[src/rtl/sm_iter_divider.sv]
// Sign-magnitude restoring divider, one quotient bit per clock.
// A start/busy/done handshake frames each division.
module sm_iter_divider #(
    parameter int WIDTH = 32
) (
    input  logic             clk,
    input  logic             rst,
    input  logic             start,
    input  logic [WIDTH-1:0] a,
    input  logic [WIDTH-1:0] b,
    output logic             busy,
    output logic             done,
    output logic [WIDTH-1:0] quotient,
    output logic [WIDTH-1:0] remainder,
    output logic             div_by_zero
);
    localparam int M  = WIDTH - 1;
    localparam int CW = $clog2(M + 1);

    typedef enum logic [1:0] {IDLE, DIV, FIN} state_t;

    state_t         state, state_nx;
    logic           qs, rs, zf;
    logic [M-1:0]   d, q, q_nx;
    logic [M-1:0]   r, r_nx;
    logic [M:0]     r_sh;
    logic [CW-1:0]  cnt;
    logic           accept, last;

    always_ff @(posedge clk) begin
        if (rst) state <= IDLE;
        else     state <= state_nx;
    end

    always_comb begin
        busy     = (state == DIV);
        done     = (state == FIN);
        accept   = start && !busy;
        last     = zf || (cnt == '0);
        r_sh     = {r, q[M-1]};
        r_nx     = r_sh[M-1:0];
        q_nx     = {q[M-2:0], 1'b0};
        state_nx = state;
        // Partial remainder stays below D, so M bits hold it after restore
        if (r_sh >= {1'b0, d}) begin
            r_nx = M'(r_sh - {1'b0, d});
            q_nx = {q[M-2:0], 1'b1};
        end
        unique case (state)
            IDLE:    if (accept) state_nx = DIV;
            DIV:     if (last)   state_nx = FIN;
            FIN:     state_nx = accept ? DIV : IDLE;
            default: state_nx = IDLE;
        endcase
    end

    always_ff @(posedge clk) begin
        if (rst) begin
            qs          <= 1'b0;
            rs          <= 1'b0;
            zf          <= 1'b0;
            d           <= '0;
            q           <= '0;
            r           <= '0;
            cnt         <= '0;
            quotient    <= '0;
            remainder   <= '0;
            div_by_zero <= 1'b0;
        end else if (accept) begin
            qs  <= a[M] ^ b[M];
            rs  <= a[M];
            zf  <= (b[M-1:0] == '0);
            d   <= b[M-1:0];
            q   <= a[M-1:0];
            r   <= '0;
            cnt <= CW'(M - 1);
        end else if (state == DIV) begin
            if (zf) begin
                // Dividend is still intact in rs/q, returned unmodified
                quotient    <= {1'b0, {M{1'b1}}};
                remainder   <= {rs, q};
                div_by_zero <= 1'b1;
            end else begin
                r   <= r_nx;
                q   <= q_nx;
                cnt <= cnt - CW'(1);
                if (cnt == '0) begin
                    quotient    <= {qs & (|q_nx), q_nx};
                    remainder   <= {rs & (|r_nx), r_nx};
                    div_by_zero <= 1'b0;
                end
            end
        end
    end
endmodule

[config.mk]
export PLATFORM = sky130hd
export DESIGN_NAME = sm_iter_divider
export DESIGN_NICKNAME = d
export VERILOG_FILES = /design/src/rtl/sm_iter_divider.sv
export SDC_FILE = /design/constraint.sdc
export NUM_CORES = 1
export LEC_CHECK = 0
export BUFFER_PORTS_ARGS = -buffer_cell sky130_fd_sc_hd__buf_4
export CAP_MARGIN = 20
export CORE_MARGIN = 3
export CORE_UTILIZATION = 43
export DETAILED_ROUTE_END_ITERATION = 8
export PLACE_DENSITY = 0.69
export SLEW_MARGIN = 20
export SYNTH_ARGS = -nofsm -noshare
export SYNTH_HDL_FRONTEND = slang
export SYNTH_SLANG_ARGS = --single-unit
[constraint.sdc]
create_clock -name clk -period 7.44 [get_ports clk]
set_input_delay 1.116 -clock clk [delete_from_list [all_inputs] [get_ports clk]]
set_output_delay 1.116 -clock clk [all_outputs]
set_load 0.01 [all_outputs]
==> run metrics, run 1 <==
Ports 134; hold buffers post-CTS 0; most frequent CP cell a31o_1; effective utilization at floorplan 0.4446; CTS tree built; startpoint of the worst hold path d[11]; smallest hold slack 0.4557 ns; Layout area overhead 18.10%; WP data arrival 4.44 ns; logic gate share of total power 0.334; post-CTS setup buffer count 0; Psw 1.046 mW; wirelength, routed 28330 microns; CP Launch Type flop; Yosys reg bits 168; sw frac 0.3710; DP Worst Slack 3.408 ns; Worst path depth 13; nets 1381; r2r startpoint q[30]; Via Count 9166; Top delay family on crit path compound AO/OA/AOI/OAI gates; worst-margin pin slew 1.079 ns; post-synthesis cell type count 66; Setup TNS 0 ns; worst-case clock buffer depth 2; Core ar. 0.02056 sq mm; critical path, cell by cell inv_1 > ha_1 > fa_1 > nand2b_1 > a211oi_1 > o21bai_1 > a31o_1 > o2bb2ai_4 > buf_4 > or4_1 > o31ai_1 > or4b_1 > a31o_1; clk sink count 168; P_int 1.774 mW; status completed; Max Transition Viols Final 0; delay of the slowest critical-path stage 0.58 ns; Final Hold Vio Count 0; TritonCTS buffer count 17; Synth area leaders dfxtp_1, nor2_1, nand2_1, a21oi_1, ha_1; r2r worst-path depth 13; most common cell in the netlist nor2_1; fin util 0.5250; asr flop ratio synth 0; list of most frequent post-synthesis cells nor2_1, nand2_1, dfxtp_1; Max VDD drop 0.0001839 V; critical path class reg2reg; sequential power share 0.367; dominant register cell in the synthesized netlist dfxtp_1; Crit-path slowest cell or4_1; vias in the first global route 8653; MaxCap Viol Count 0; Std-Cell Rows 52; GRT overflow 0; number of gates resized after CTS 0; Antenna Cells 0; finished layout cell area 0.01079 sq mm; Die Ht 151.8 microns; DRT iter0 DRCs 774; post-route antenna net violation count 0; Mapped Cells 1204; Synth warnings 0; top-area cell type share of the netlist area 0.3680; DIE AREA 0.02304 sq mm; DP HPWL 20360 microns; global-route wire length before repair 45670 microns; DRC viols 0; layout cell share with drive strength beyond 1 0.1485; drt wl/cell 18.13 microns; Horiz. Die Dim 151.8 microns; Min-Delay Path Class reg2reg; fraction of the cycle the final worst path needs 0.5530; slew margin rel. 0.2794; Syn Nets 1305; crit path from q[30]; H-tree depth 4; Mapped Area 0.009140 sq mm; Crit path required time 7.76 ns; RSZ-0062 raised after global routing false; GR Util All Layers 0.2476; Setup violations, final 0; Root Driver clkbuf_16; number of synthesized flops with an enable pin 0; Leak 4.333 nW; post-layout worst setup margin 3.326 ns; CP endpoint kind flop; largest net degree at the start of global routing 75; Worst-Skew Late Latency 0.44 ns; PD cells 261.3 mW/mm^2; Final min period 4.114 ns; register area share after synthesis 0.3680; clock-pin slew on the worst setup and hold paths 0.07 ns; Synth area leader dfxtp_1; PortBufs 133; sum of buffers and inverters on the critical path 2; worst-path maximum fanout 49; WHS Path Cells 2; Avg Inst Size Synth 7.591 sq um; skew final 0.01044 ns; FMAX 243.1 MHz; Vias/cell 5.864; GPL Wtd Cong 0.9287; clock share of power 0.299; antenna violations before repair 1; drt pass-1 iters 6; instance area at placement 0.01024 sq mm
[metrics by stage]
step,std cells,power (mW)
after floorplan,1204,1.707
after global placement,1531,1.972
after detailed placement,1531,1.981
after CTS,1563,2.819
after global routing,1563,2.974
final,1563,2.820
[sequential cells by signal, summed over array words and instances, names as in the netlist]
register,cells
r,31
zf,1
q,31
div_by_zero,1
rs,1
cnt,5
remainder,32
state,2
d,31
qs,1
quotient,32
[power by group through the flow]
stage / Sequential [mW] / Combinational [mW] / Clock [mW]
after floorplan: 1.04 / 0.669 / 0
after global placement: 1.05 / 0.920 / 0
after detailed placement: 1.05 / 0.927 / 0
after CTS: 1.03 / 0.933 / 0.853
after global routing: 1.04 / 1.04 / 0.886
final: 1.04 / 0.942 / 0.843
[logic make-up (layout without fill, tap and decap cells)]
family                     Yosys count  count (layout)  share of synthesized area
AOI/OAI and AO/OA                  285             285                     0.2107
xor gates and xnor gates            31              31                    0.02971
adders and majority gates           34              34                    0.04737
buffers and inverters              131             220                    0.05900
DFF                                168             168                     0.3680
muxes                               25              25                    0.02738
and+or+nand+nor                    530             530                     0.2579
[placed cells by master, fill, tap and decap left out, drive strengths merged, types with 22 or more instances in the layout]
master    n
or3      25
a311oi   30
a211oi   38
nor3     73
o21ai    26
ha       33
dfxtp   168
nor4     22
nand2   175
inv      46
mux2i    25
buf     147
a21oi   104
nor2    179
[path summary, 6_finish.rpt]
kind | slack (ns) | end
max reg2reg | 3.33 | remainder[31]
max | 3.33 | remainder[31]
min | 0.46 | d[11]
min reg2reg | 0.46 | d[11]
[final cells by class]
class	instances	area [sq um]
Clock buffer	19	442.9
Clock inverter	13	106.4
Fill cell	2003	9766
Inverter	41	153.9
Multi-Input combinational cell	905	5285
Sequential cell	168	3364
Tap cell	270	337.8
Timing Repair Buffer	147	1104
[per-layer routing]
| layer | routed length (microns) | global-route usage | share of wire |
|---|---|---|---|
| met2 | 13350 | 0.4004 | 0.47 |
| met1 | 12540 | 0.3406 | 0.44 |
| met5 | 0 | 0 | 0 |
| met3 | 1682 | 0.03688 | 0.059 |
| met4 | 759 | 0.07907 | 0.027 |
[worst reg2reg max path, delay by kind of cell (launching register included)]
| kind | cells | cell delay (ns) |
|---|---|---|
| DFF | 1 | 0.44 |
| buffers and inverters | 2 | 0.40 |
| and+or+nand+nor | 3 | 1.26 |
| AOI/OAI and AO/OA | 6 | 1.30 |
| adders and majority gates | 2 | 0.63 |
Power figures use the tool's default switching activity.
==> run 2, diff against run 1 <==
--- a/config.mk
+++ b/config.mk
@@ -10,7 +10,7 @@
 export CORE_MARGIN = 3
 export CORE_UTILIZATION = 43
 export DETAILED_ROUTE_END_ITERATION = 8
-export PLACE_DENSITY = 0.69
+export PLACE_DENSITY = 0.71
 export SLEW_MARGIN = 20
 export SYNTH_ARGS = -nofsm -noshare
 export SYNTH_HDL_FRONTEND = slang
==> constraint.sdc (replaced) <==
create_clock -name clk -period 3.38 [get_ports clk]
set_input_delay 0.507 -clock clk [delete_from_list [all_inputs] [get_ports clk]]
set_output_delay 0.507 -clock clk [all_outputs]
set_load 0.01 [all_outputs]
==> run metrics, run 2 (synthesis gave the netlist of run 1 again) <==
RSZ-0062 raised after global routing true; GR Layer Usage met3 0.03421; Core ar. 0.02056 sq mm; H-tree depth 4; delay of the slowest critical-path stage 0.51 ns; TritonCTS buffer count 17; sum of buffers and inverters on the critical path 1; worst-path maximum fanout 3; Setup TNS -0.05281 ns; number of fill cells 2010; PD cells 579.5 mW/mm^2; GPL Wtd Cong 0.9183; global route hottest layer met2; instance area at placement 0.01084 sq mm; effective utilization at floorplan 0.4446; post-layout worst setup margin -0.05281 ns; Final Hold Vio Count 0; Worst-Skew Late Latency 0.44 ns; Crit-path slowest cell or4_1; worst-margin pin slew 0.7906 ns; PortBufs 133; CTS tree built; met2 Resource Use GR 0.4100; DRT iter0 DRCs 816; antenna violations before repair 0; drt pass-1 iters 5; Std-Cell Rows 52; Setup violations, final 1; FMAX 291.3 MHz; Vias/cell 5.754; Crit path required time 3.71 ns; Horiz. Die Dim 151.8 microns; Layout area overhead 27.41%; MaxCap Viol Count 0; Top delay family on crit path simple AND/OR/NAND/NOR gates; Antenna Cells 0; largest net degree at the start of global routing 62; critical path, cell by cell inv_2 > ha_4 > fa_2 > nand2b_4 > a211oi_4 > o21bai_2 > a31oi_2 > mux2i_1 > nor2_1 > or4_1 > o31ai_1 > or4b_1 > a31o_1; finished layout cell area 0.01164 sq mm; met1 Usage GRT 0.3329; global-route wire length before repair 45830 microns; most frequent cells in the layout buf_4, nor2_1, nand2_1; DRC viols 0; Min-Delay Path Class in2reg; CP Launch Type flop; commonest non-fill, non-tap cell in the layout buf_4; failing checks setup timing; wirelength, routed 29110 microns; Max VDD drop 0.0003414 V; Via Count 9477; vias in the first global route 8841; layout cell share with drive strength beyond 1 0.2244; Max Transition Viols Final 0; Die Ht 151.8 microns; post-route antenna net violation count 0; drt wl/cell 17.68 microns; clock-pin slew on the worst setup and hold paths 0.07 ns; DIE AREA 0.02304 sq mm; critical path class reg2reg; top flop regs quotient: 32 flops, remainder: 32 flops; CP endpoint kind flop; status finished with violations; hold buffers post-CTS 0; worst-case clock buffer depth 2; clk sink count 168; slew margin rel. 0.4681; Leak 4.780 nW; Root Driver clkbuf_16; fraction of the cycle the final worst path needs 1.016; DP HPWL 21260 microns; Ports 134; GR Util All Layers 0.2494; Final min period 3.433 ns; WP data arrival 3.76 ns; skew final 0.01178 ns; GRT overflow 0; nets 1466
==> run 2: layer usage <==
metal	vias to the layer above	routed length, microns
met1	4483	12600
met3	64	1535
li1	4622	-
met2	308	13960
met4	0	1016
met5	-	0
==> run 2: where the power goes <==
part	internal, mW	switching, mW	total [mW]	leakage, nW
Sequential	2.13	0.147	2.27	1.38
Clock	1.05	0.912	1.96	0.273
Combinational	1.12	1.39	2.52	3.13
==> run 2: tightest hold or removal path, cell delays in order <==
cell and delay [ns]:
buf_4 0.11, nand2_1 0.05, a21oi_1 0.05
==> run 2: worst paths after layout <==
check	startpoint	to	slack (ns)	cells after the start
min	b[14]	d[14]	0.32	3
min reg2reg	d[11]	d[11]	0.45	2
max	q[30]	remainder[31]	-0.05	13
max reg2reg	q[30]	remainder[31]	-0.05	13
==> run 2: area by class of cell <==
| class | instances | area (sq um) | area share |
|---|---|---|---|
| Multi-Input combinational cell | 905 | 5435 | 0.4667 |
| Sequential cell | 168 | 3369 | 0.2894 |
| Timing Repair Buffer | 232 | 1767 | 0.1517 |
| Clock buffer | 17 | 425.4 | 0.03653 |
| Tap cell | 270 | 337.8 | 0.02901 |
| Clock inverter | 14 | 156.4 | 0.01343 |
| Inverter | 41 | 153.9 | 0.01322 |
==> run 2: stage by stage <==
step	hold slack (ns)	power (mW)	utilization	setup WS (ns)	std cells
2_1_floorplan	0.4363	3.762	-	0.01207	1204
3_3_place_gp	0.4448	4.615	0.5273	-0.1038	1606
3_5_place_dp	0.4465	4.639	0.5273	-0.1645	1606
4_1_cts	0.3159	6.670	0.5614	-0.06608	1643
5_1_grt	0.3248	7.104	0.5664	-0.1954	1647
6_report	0.3241	6.748	0.5664	-0.05281	1647
==> run 2: repair_timing <==
item / CTS / global route
pin swaps: 10 / 7
setup endpoints to repair: 1 / 4
resized for setup: 18 / 18
buffers inserted: 6 / 4
